<file path="config.mk">
export PLATFORM = sky130hd
export DESIGN_NAME = fm_tune_ctrl_flat
export DESIGN_NICKNAME = d
export VERILOG_FILES = /design/src/rtl/fm_tune_ctrl_if.sv /design/src/rtl/fm_tune_ctrl.sv /design/src/flat_wrapper.sv
export SDC_FILE = /design/constraint.sdc
export NUM_CORES = 1
export LEC_CHECK = 0
export ABC_AREA = 1
export BUFFER_PORTS_ARGS = -buffer_cell sky130_fd_sc_hd__buf_2
export CAP_MARGIN = 40
export CORE_MARGIN = 2
export CORE_UTILIZATION = 47
export CTS_BUF_LIST = sky130_fd_sc_hd__clkbuf_8
export DETAILED_ROUTE_END_ITERATION = 8
export PLACE_DENSITY = 0.65
export SLEW_MARGIN = 20
export SYNTH_ARGS = -nofsm -noshare
export SYNTH_HDL_FRONTEND = slang
export SYNTH_SLANG_ARGS = --single-unit
</file>
<file path="constraint.sdc">
create_clock -name clk -period 4.58 [get_ports clk]
set_input_delay 0 -clock clk [delete_from_list [all_inputs] [get_ports clk]]
set_output_delay 0 -clock clk [all_outputs]
set_load 0.02 [all_outputs]
</file>
<file path="src/rtl/fm_tune_ctrl_if.sv">
// Configuration handshake between spi_config and fm_tune_ctrl:
// the target carrier increment and DAC mask, qualified by valid/ready.
interface fm_tune_ctrl_if #(
  parameter int N = 18,
  parameter int D = 4
);
  logic         cfg_valid;
  logic         cfg_ready;
  logic [N-1:0] cfg_acc_inc;
  logic [D-1:0] cfg_dac_ena;

  modport master (
    output cfg_valid,
    output cfg_acc_inc,
    output cfg_dac_ena,
    input  cfg_ready
  );

  modport slave (
    input  cfg_valid,
    input  cfg_acc_inc,
    input  cfg_dac_ena,
    output cfg_ready
  );
endinterface

</file>
<file path="src/rtl/fm_tune_ctrl.sv">
// fm_tune_ctrl: click-free power sequencing and glide retuning of the FM modulator
// carrier increment and DAC mask. Define FM_TUNE_DONE_IRQ_EN to add the done_irq pulse.
module fm_tune_ctrl #(
  parameter int N         = 18,
  parameter int D         = 4,
  parameter int STEP      = 64,
  parameter int TICK_DIV  = 1024,
  parameter int MUTE_HOLD = 16
) (
  input  logic          clk,
  input  logic          rst_n,
  input  logic          tx_en,
  fm_tune_ctrl_if.slave cfg,
  output logic [N-1:0]  acc_inc,
  output logic [D-1:0]  dac_ena,
  output logic          audio_mute,
  output logic          busy
`ifdef FM_TUNE_DONE_IRQ_EN
  ,
  output logic          done_irq
`endif
);

  localparam int PW = $clog2(TICK_DIV);
  localparam int HW = $clog2(MUTE_HOLD + 1);

  localparam logic [PW-1:0] TICK_LAST = PW'(TICK_DIV - 1);
  localparam logic [HW-1:0] HOLD_INIT = HW'(MUTE_HOLD);
  localparam logic [N-1:0]  STEP_N    = N'(STEP);

  localparam logic [2:0] S_OFF    = 3'd0;
  localparam logic [2:0] S_PUP    = 3'd1;
  localparam logic [2:0] S_ON     = 3'd2;
  localparam logic [2:0] S_RETUNE = 3'd3;
  localparam logic [2:0] S_PDN    = 3'd4;

  logic [2:0]    state_reg, state_next;
  logic [PW-1:0] presc_reg;
  logic          tick;
  logic [N-1:0]  tgt_acc_reg;
  logic [D-1:0]  tgt_dac_reg;
  logic [N-1:0]  acc_reg, acc_next;
  logic [D-1:0]  dac_reg, dac_next;
  logic          mute_reg, mute_next;
  logic          busy_reg, busy_next;
  logic [HW-1:0] hold_reg, hold_next;
  logic          cfg_ready_w;
  logic          cfg_accept;

  assign tick        = (presc_reg == TICK_LAST);
  assign cfg_ready_w = (state_reg == S_OFF) || (state_reg == S_ON);
  assign cfg_accept  = cfg.cfg_valid && cfg_ready_w;
  assign cfg.cfg_ready = cfg_ready_w;

  // Power-up enables the lowest still-missing target bit; power-down drops the highest live bit.
  logic [D-1:0] up_cand, up_bit, dn_bit;
  logic         hi_found;

  assign up_cand = tgt_dac_reg & ~dac_reg;
  assign up_bit  = up_cand & (~up_cand + D'(1));

  always_comb begin
    dn_bit   = '0;
    hi_found = 1'b0;
    for (int i = D - 1; i >= 0; i--) begin
      if (dac_reg[i] && !hi_found) begin
        dn_bit[i] = 1'b1;
        hi_found  = 1'b1;
      end
    end
  end

  // Glide step toward target, clamped so it never overshoots or wraps.
  logic         up_dir;
  logic [N-1:0] diff, glide_acc;

  assign up_dir    = (tgt_acc_reg > acc_reg);
  assign diff      = up_dir ? (tgt_acc_reg - acc_reg) : (acc_reg - tgt_acc_reg);
  assign glide_acc = (diff > STEP_N) ? (up_dir ? (acc_reg + STEP_N) : (acc_reg - STEP_N))
                                     : tgt_acc_reg;

  always_comb begin
    state_next = state_reg;
    acc_next   = acc_reg;
    dac_next   = dac_reg;
    mute_next  = mute_reg;
    hold_next  = hold_reg;
    case (state_reg)
      S_OFF: begin
        if (tx_en) begin
          acc_next   = cfg_accept ? cfg.cfg_acc_inc : tgt_acc_reg;
          state_next = S_PUP;
        end
      end
      S_PUP: begin
        if (!tx_en) begin
          state_next = S_PDN;
        end else if (dac_reg == tgt_dac_reg) begin
          state_next = S_ON;
          mute_next  = 1'b0;
        end else if (tick) begin
          dac_next = dac_reg | up_bit;
        end
      end
      S_ON: begin
        if (!tx_en) begin
          state_next = S_PDN;
          mute_next  = 1'b1;
        end else if (tgt_acc_reg != acc_reg) begin
          state_next = S_RETUNE;
          mute_next  = 1'b1;
        end else if ((tgt_dac_reg != dac_reg) && tick) begin
          dac_next = tgt_dac_reg;
        end
      end
      S_RETUNE: begin
        if (!tx_en) begin
          state_next = S_PDN;
        end else if (acc_reg != tgt_acc_reg) begin
          if (tick) begin
            acc_next = glide_acc;
            if (glide_acc == tgt_acc_reg) begin
              hold_next = HOLD_INIT;
            end
          end
        end else if (hold_reg == '0) begin
          state_next = S_ON;
          mute_next  = 1'b0;
          dac_next   = tgt_dac_reg;
        end else if (tick) begin
          hold_next = hold_reg - HW'(1);
        end
      end
      S_PDN: begin
        mute_next = 1'b1;
        if (dac_reg == '0) begin
          state_next = S_OFF;
        end else if (tick) begin
          dac_next = dac_reg & ~dn_bit;
        end
      end
      default: begin
        state_next = S_OFF;
        mute_next  = 1'b1;
      end
    endcase
  end

  assign busy_next = (state_next == S_PUP) || (state_next == S_RETUNE) || (state_next == S_PDN);

  always_ff @(posedge clk or negedge rst_n) begin
    if (!rst_n) begin
      state_reg   <= S_OFF;
      presc_reg   <= '0;
      tgt_acc_reg <= '0;
      tgt_dac_reg <= '0;
      acc_reg     <= '0;
      dac_reg     <= '0;
      mute_reg    <= 1'b1;
      busy_reg    <= 1'b0;
      hold_reg    <= '0;
    end else begin
      state_reg <= state_next;
      presc_reg <= tick ? '0 : (presc_reg + PW'(1));
      if (cfg_accept) begin
        tgt_acc_reg <= cfg.cfg_acc_inc;
        tgt_dac_reg <= cfg.cfg_dac_ena;
      end
      acc_reg  <= acc_next;
      dac_reg  <= dac_next;
      mute_reg <= mute_next;
      busy_reg <= busy_next;
      hold_reg <= hold_next;
    end
  end

  assign acc_inc    = acc_reg;
  assign dac_ena    = dac_reg;
  assign audio_mute = mute_reg;
  assign busy       = busy_reg;

`ifdef FM_TUNE_DONE_IRQ_EN
  // Reset-forced OFF never pulses: the register is held at 0 by reset itself.
  logic done_irq_reg;

  always_ff @(posedge clk or negedge rst_n) begin
    if (!rst_n) begin
      done_irq_reg <= 1'b0;
    end else begin
      done_irq_reg <= (state_next != state_reg) &&
                      ((state_next == S_ON) || (state_next == S_OFF));
    end
  end

  assign done_irq = done_irq_reg;
`endif

endmodule

</file>
<file path="src/flat_wrapper.sv">
// flat-port wrapper written by rule: the top's interface ports become plain ports
module fm_tune_ctrl_flat 
#(
  parameter int N         = 18,
  parameter int D         = 4,
  parameter int STEP      = 64,
  parameter int TICK_DIV  = 1024,
  parameter int MUTE_HOLD = 16
)
  (clk, rst_n, tx_en, acc_inc, dac_ena, audio_mute, busy, cfg_cfg_valid, cfg_cfg_acc_inc, cfg_cfg_dac_ena, cfg_cfg_ready);
  fm_tune_ctrl_if #(.N(N), .D(D)) cfg_i ();
  input  logic clk;
  input  logic rst_n;
  input  logic tx_en;
  output logic [N-1:0] acc_inc;
  output logic [D-1:0] dac_ena;
  output logic audio_mute;
  output logic busy;
  input wire logic [$bits(cfg_i.cfg_valid)-1:0] cfg_cfg_valid;
  input wire logic [$bits(cfg_i.cfg_acc_inc)-1:0] cfg_cfg_acc_inc;
  input wire logic [$bits(cfg_i.cfg_dac_ena)-1:0] cfg_cfg_dac_ena;
  output wire logic [$bits(cfg_i.cfg_ready)-1:0] cfg_cfg_ready;
  assign cfg_i.cfg_valid = cfg_cfg_valid;
  assign cfg_i.cfg_acc_inc = cfg_cfg_acc_inc;
  assign cfg_i.cfg_dac_ena = cfg_cfg_dac_ena;
  assign cfg_cfg_ready = cfg_i.cfg_ready;
  fm_tune_ctrl #(.N(N), .D(D), .STEP(STEP), .TICK_DIV(TICK_DIV), .MUTE_HOLD(MUTE_HOLD)) u_core (.clk(clk), .rst_n(rst_n), .tx_en(tx_en), .cfg(cfg_i), .acc_inc(acc_inc), .dac_ena(dac_ena), .audio_mute(audio_mute), .busy(busy));
endmodule
</file>
# --- Word-level counts from Yosys, hierarchy flattened ---
# Cells that the tools add are included.
totals:
  latch_bits: 0
  regBits: 64
  mem_count: 0
  ramBits: 0
  wordCells: 128
  inputBits: 26
  mem_bits_ro: 0
  output_inout_bits: 25
op_classes:
  reduce_logical: 20
  n_shift: 0
  mux: 51
  n_addsub: 7
  multipliers: 0
  div: 0
  bitwise: 8
  eq_ne: 31
  n_lt_le_gt_ge: 2
ops:
  columns: ["operator", "n"]
  rows:
  - ["2-to-1 mux 18 bit", 8]
  - ["2-to-1 mux 4 bit", 11]
  - ["!= test 18 bit", 2]
  - ["one-hot mux 18 bit (2 select lines)", 1]
  - ["subtractor 18 bit", 2]
  - ["2-to-1 mux 3 bit", 9]
  - ["2-to-1 mux 5 bit", 5]
  - ["!= test 2 bit (second input constant)", 10]
  - ["adder 18 x 7 -> 18 bit (second input constant)", 1]
  - ["equality test 18 bit", 1]
  - ["> comparator 18 bit", 1]
  - ["> comparator 18 x 7 -> 1 bit (second input constant)", 1]
  - ["subtractor 18 x 7 -> 18 bit (second input constant)", 1]
  - ["one-hot mux 4 bit (4 select lines)", 1]
  - ["one-hot mux 3 bit (5 select lines)", 1]
  - ["!= test 2 x 1 -> 1 bit (second input constant)", 7]
  - ["2-to-1 mux 1 bit", 13]
  - ["bitwise AND 4 bit", 3]
  - ["inverter 4 bit", 3]
  - ["AND reduction 12 bit", 1]
  - ["adder 10 x 1 -> 10 bit (second input constant)", 1]
  - ["equality test 10 bit (second input constant)", 1]
  - ["2-to-1 mux 10 bit", 1]
  - ["AND reduction 5 bit", 2]
  - ["20 further kinds", 32]

# --- Longest topological paths before layout ---
depth:
  word_depth: 15
  ltp_mapped: 31
  depth_no_buf: 29

# --- Worst setup path before layout ---
# No wires, ideal clock.
synth_path:
  path_kind: "register -> register"
  from: "register u_core.acc_reg[5] (netlist: u_core.acc_inc[5])"
  to: "register u_core.hold_reg[0]"
  period_less_slack_ps: 3903
  slack_ps: 677
  path_buffers: 2
  arrival_ps: 3780
  required_ps: 4457
  setup_time_ps: 123
  stages_incl_launch_ff: 27
  path_cell_list: "dfrtp_1 -> inv_1 -> ha_1 -> buf_2 -> nand2_2 -> nor2_1 -> nand3_1 -> nand3_1 -> nand2_1 -> nand2_2 -> nand2_8 -> buf_8 -> ha_1 -> nand4_1 -> o211a_1 -> o21ai_0 -> nand2_1 -> nand2_1 -> a21oi_1 -> xor2_1 -> nand2_1 -> nand3_1 -> nand4_1 -> nor2_1 -> nand3_1 -> nand2_1 -> a21oi_1"
synth_via:
  elab_chain_cells: 7
  elab_cells_between_ends: 15
  cone_classes: "4 x add/sub; 2 x order compare; 4 x eq/ne; 4 x mux; 1 x reduce/logical"
synth_lines:
  columns: ["element", "line", "rtl"]
  rows:
  - ["from (decl)", "fm_tune_ctrl.sv:42", "logic [N-1:0] acc_reg, acc_next;"]
  - ["from (signal assigned)", "fm_tune_ctrl.sv:169", "acc_reg <= acc_next;"]
  - ["subtractor 18 bit or > comparator 18 bit (tied branches)", "fm_tune_ctrl.sv:78, fm_tune_ctrl.sv:77", null]
  - ["2-to-1 mux 18 bit", "fm_tune_ctrl.sv:78", "assign diff = up_dir ? (tgt_acc_reg - acc_reg) : (acc_reg - tgt_acc_reg);"]
  - ["> comparator 18 x 7 -> 1 bit", "fm_tune_ctrl.sv:79", "assign glide_acc = (diff > STEP_N) ? (up_dir ? (acc_reg + STEP_N) : (acc_reg - STEP_N))"]
  - ["2-to-1 mux 18 bit", "fm_tune_ctrl.sv:79", null]
  - ["equality test 18 bit", "fm_tune_ctrl.sv:122", "if (glide_acc == tgt_acc_reg) begin"]
  - ["!= test 2 bit (no line)", null, null]
  - ["AND reduction 5 bit (no line)", null, null]
  - ["to (signal assigned)", "fm_tune_ctrl.sv:173", "hold_reg <= hold_next;"]
  - ["to (decl)", "fm_tune_ctrl.sv:46", "logic [HW-1:0] hold_reg, hold_next;"]
# Parallel ways exist; a longest one is shown, timed or not.
# A chain may end at the register's enable or synchronous reset.

# --- Final worst setup path ---
# Same ends and word-level chain as after synthesis.

==> flow_summary.toml <==
[routing]
vias_per_cell = 5.226
wirelength_mm = 18.55
first_pass_iters = 5
ant_nets = 0
drt_iter0_drc = 434
vias = 6616
drc_errors = 0
wl_per_cell_um = 14.66

[clock_network]
root_buffer = "clkbuf_8"
clk-insertion-delay-late_ps = 370
clock-sinks = 64
cts_tree = "yes"
clk_pin_slew_ps = 80
clockBufferDepth = 2
numCtsBuffers = 9
htree_levels = 3

[worst_setup_path]
cp_data_arrival_time_ps = 4480
path_class = "flop to flop"
cp_common_cell = "nand2_1"
cp_max_fo = 25
reg2reg_from = "u_core.acc_inc[5]"
max_stage_delay_ps = 440
worst_ep_required_time_ps = 4830
start_kind = "flop"
worstPathCellList = "inv_1 -> ha_2 -> nand2_2 -> nor2_2 -> nand3_1 -> nand3_1 -> nand2_1 -> nand2_2 -> nand2_8 -> ha_2 -> nand2_1 -> o21ai_0 -> a21oi_2 -> o21ai_0 -> xnor2_1 -> nand3b_1 -> nand2_1 -> nor2_1 -> nand2_1 -> nor2_1 -> nand3_1 -> nand2_1 -> a21oi_1"
critPathLaunch = "u_core.acc_inc[5]"
cp_slowest_cell = "dfrtp_1"
end_kind = "flop"

[synthesis]
synth_warnings = 0
synth_area_leaders = "dfrtp_1 25%, nand2_1 17%, ha_1 10%"
avgSynthCellArea_um2 = 6.309
synth_top_area_share = 0.2469
syn-instance-count = 1012
yosysMostFrequentCell = "nand2_1"
ys.flop_type = "dfrtp_1"
synth_edf_count = 0
yosysSeqAreaShare = 0.2510
synth_top_area_cell = "dfrtp_1"
ys_top_cells_by_count = "290 x nand2_1, 157 x inv_1, 94 x nor2_1"
synth_nets = 1091
synthDistinctLibCells = 48
yosys_register_bits = 64
ys_async_sr_fraction = 1.000
syn_area_um2 = 6385

[min_path]
hold_class = "input port to async pin"

[timing]
layout_setup_ws_ps = 347.2
min_period_over_period = 0.9242
fin_worst_skew_ps = 12.88
worst_pin_slew_ps = 569.1
whs_ps = 99.28
setup_viol = 0
tns_ps = 0
fmax_ghz = 0.2363
relSlewSlack = 0.6197
slew_violations = 0
fin_crit_ps = 4233
rsz0062_at_grt = "no"
hold_violations = 0

[floorplan]
fp-row-count = 42
fp.dieArea_um2 = 14530
start_util = 0.4821
core-area_um2 = 13240
die-height_um = 120.6
die_w_um = 120.6
io_pins = 51

[placed_design]
dpl.cell_count = 1226
dpl.hpwl_mm = 14.55
gp_congestion = 0.9476
portBuffers = 50
pre_cts_ws_ps = 232.3

[global_route]
grt_overflow_total = 0
grt_start_max_net_pins = 65
grt_pass1_vias = 6328
grt_pass1_wl_mm = 30.62
grtUsageTotal = 0.2645
antenna_found_initial = 0

[job]
drv_cap = 0

[finish]
diodes = 0
nNetsFinal = 1165
finalNonFillerCells = 1266
area_growth_pct = 14.72
final_layout_size_suffix_gt1_frac = 0.1092

[status]
outcome = "finished, final reports clean"
==> stage by stage <==
| stage | utilization | instance area, um2 |
|---|---|---|
| after detailed placement | 0.5147 | 6817 |
| after global routing | 0.5531 | 7325 |
| final | 0.5531 | 7325 |
| after CTS | 0.5470 | 7243 |
| after global placement | 0.5147 | 6817 |
| after floorplan | - | 6385 |
==> worst paths after layout <==
path	to	slack, ps	cells after the start
min in group clk	u_core.tgt_acc_reg[2]	320	4
max in group asynchronous	u_core.audio_mute	3920	4
max reg2reg	u_core.hold_reg[0]	350	23
max	u_core.hold_reg[0]	350	23
min reg2reg	u_core.hold_reg[0]	450	1
min	u_core.tgt_acc_reg[2]	100	3
==> metal layers <==
metal	wire, um	global-route usage
met1	8421	0.3583
met2	8649	0.4396
met3	1017	0.02877
met4	466	0.09012
met5	0	0
==> kinds of logic (layout without fill, tap and decap cells) <==
group,after synthesis,in the layout,share of synthesized area
compound gates,155,155,0.1344
buf+inv,184,262,0.1158
xor+xnor,28,28,0.03841
fa+ha+maj,53,53,0.1050
mux,3,3,0.005291
simple gates,525,525,0.3500
flops,64,64,0.2510
==> critical path, delay by kind of cell (launching register included) <==
kind | cells | cell delay [ps]
simple gates | 15 | 1830
xor+xnor | 1 | 200
buf+inv | 1 | 110
fa+ha+maj | 2 | 850
compound gates | 4 | 650
flops | 1 | 440
==> layout make-up <==
class                      instances  area (um2)
tap                              176       220.2
clock buffer                       9       123.9
sequential                        64        1605
multi-input combinational        764        4100
clock inverter                     6       62.56
fill                            1397        5918
inverter                         159       596.8
timing repair buffer              88       615.6
==> repair_timing <==
item | 4_1_cts | 5_1_grt
setup buffers | 0 | 0
setup endpoints to repair | 0 | 5
endpoints found under the hold margin | 86 | 0
resized for setup | 0 | 15
hold buffers | 24 | 0
==> cell usage in the layout, fill, tap and decap left out, types with 13 or more instances in the layout <==
cell             n
a21oi_1         56
buf_2           50
buf_4           13
dfrtp_1         61
dlygate4sd3_1   24
ha_1            44
inv_1          158
nand2_1        290
nand3_1         91
nor2_1          92
nor3_1          14
o21ai_0         45
o21ai_1         19
xor2_1          20
Power is left out: the tool's default activity adds up to more than one toggle a clock period on the data nets, which glitch-free logic cannot reach.
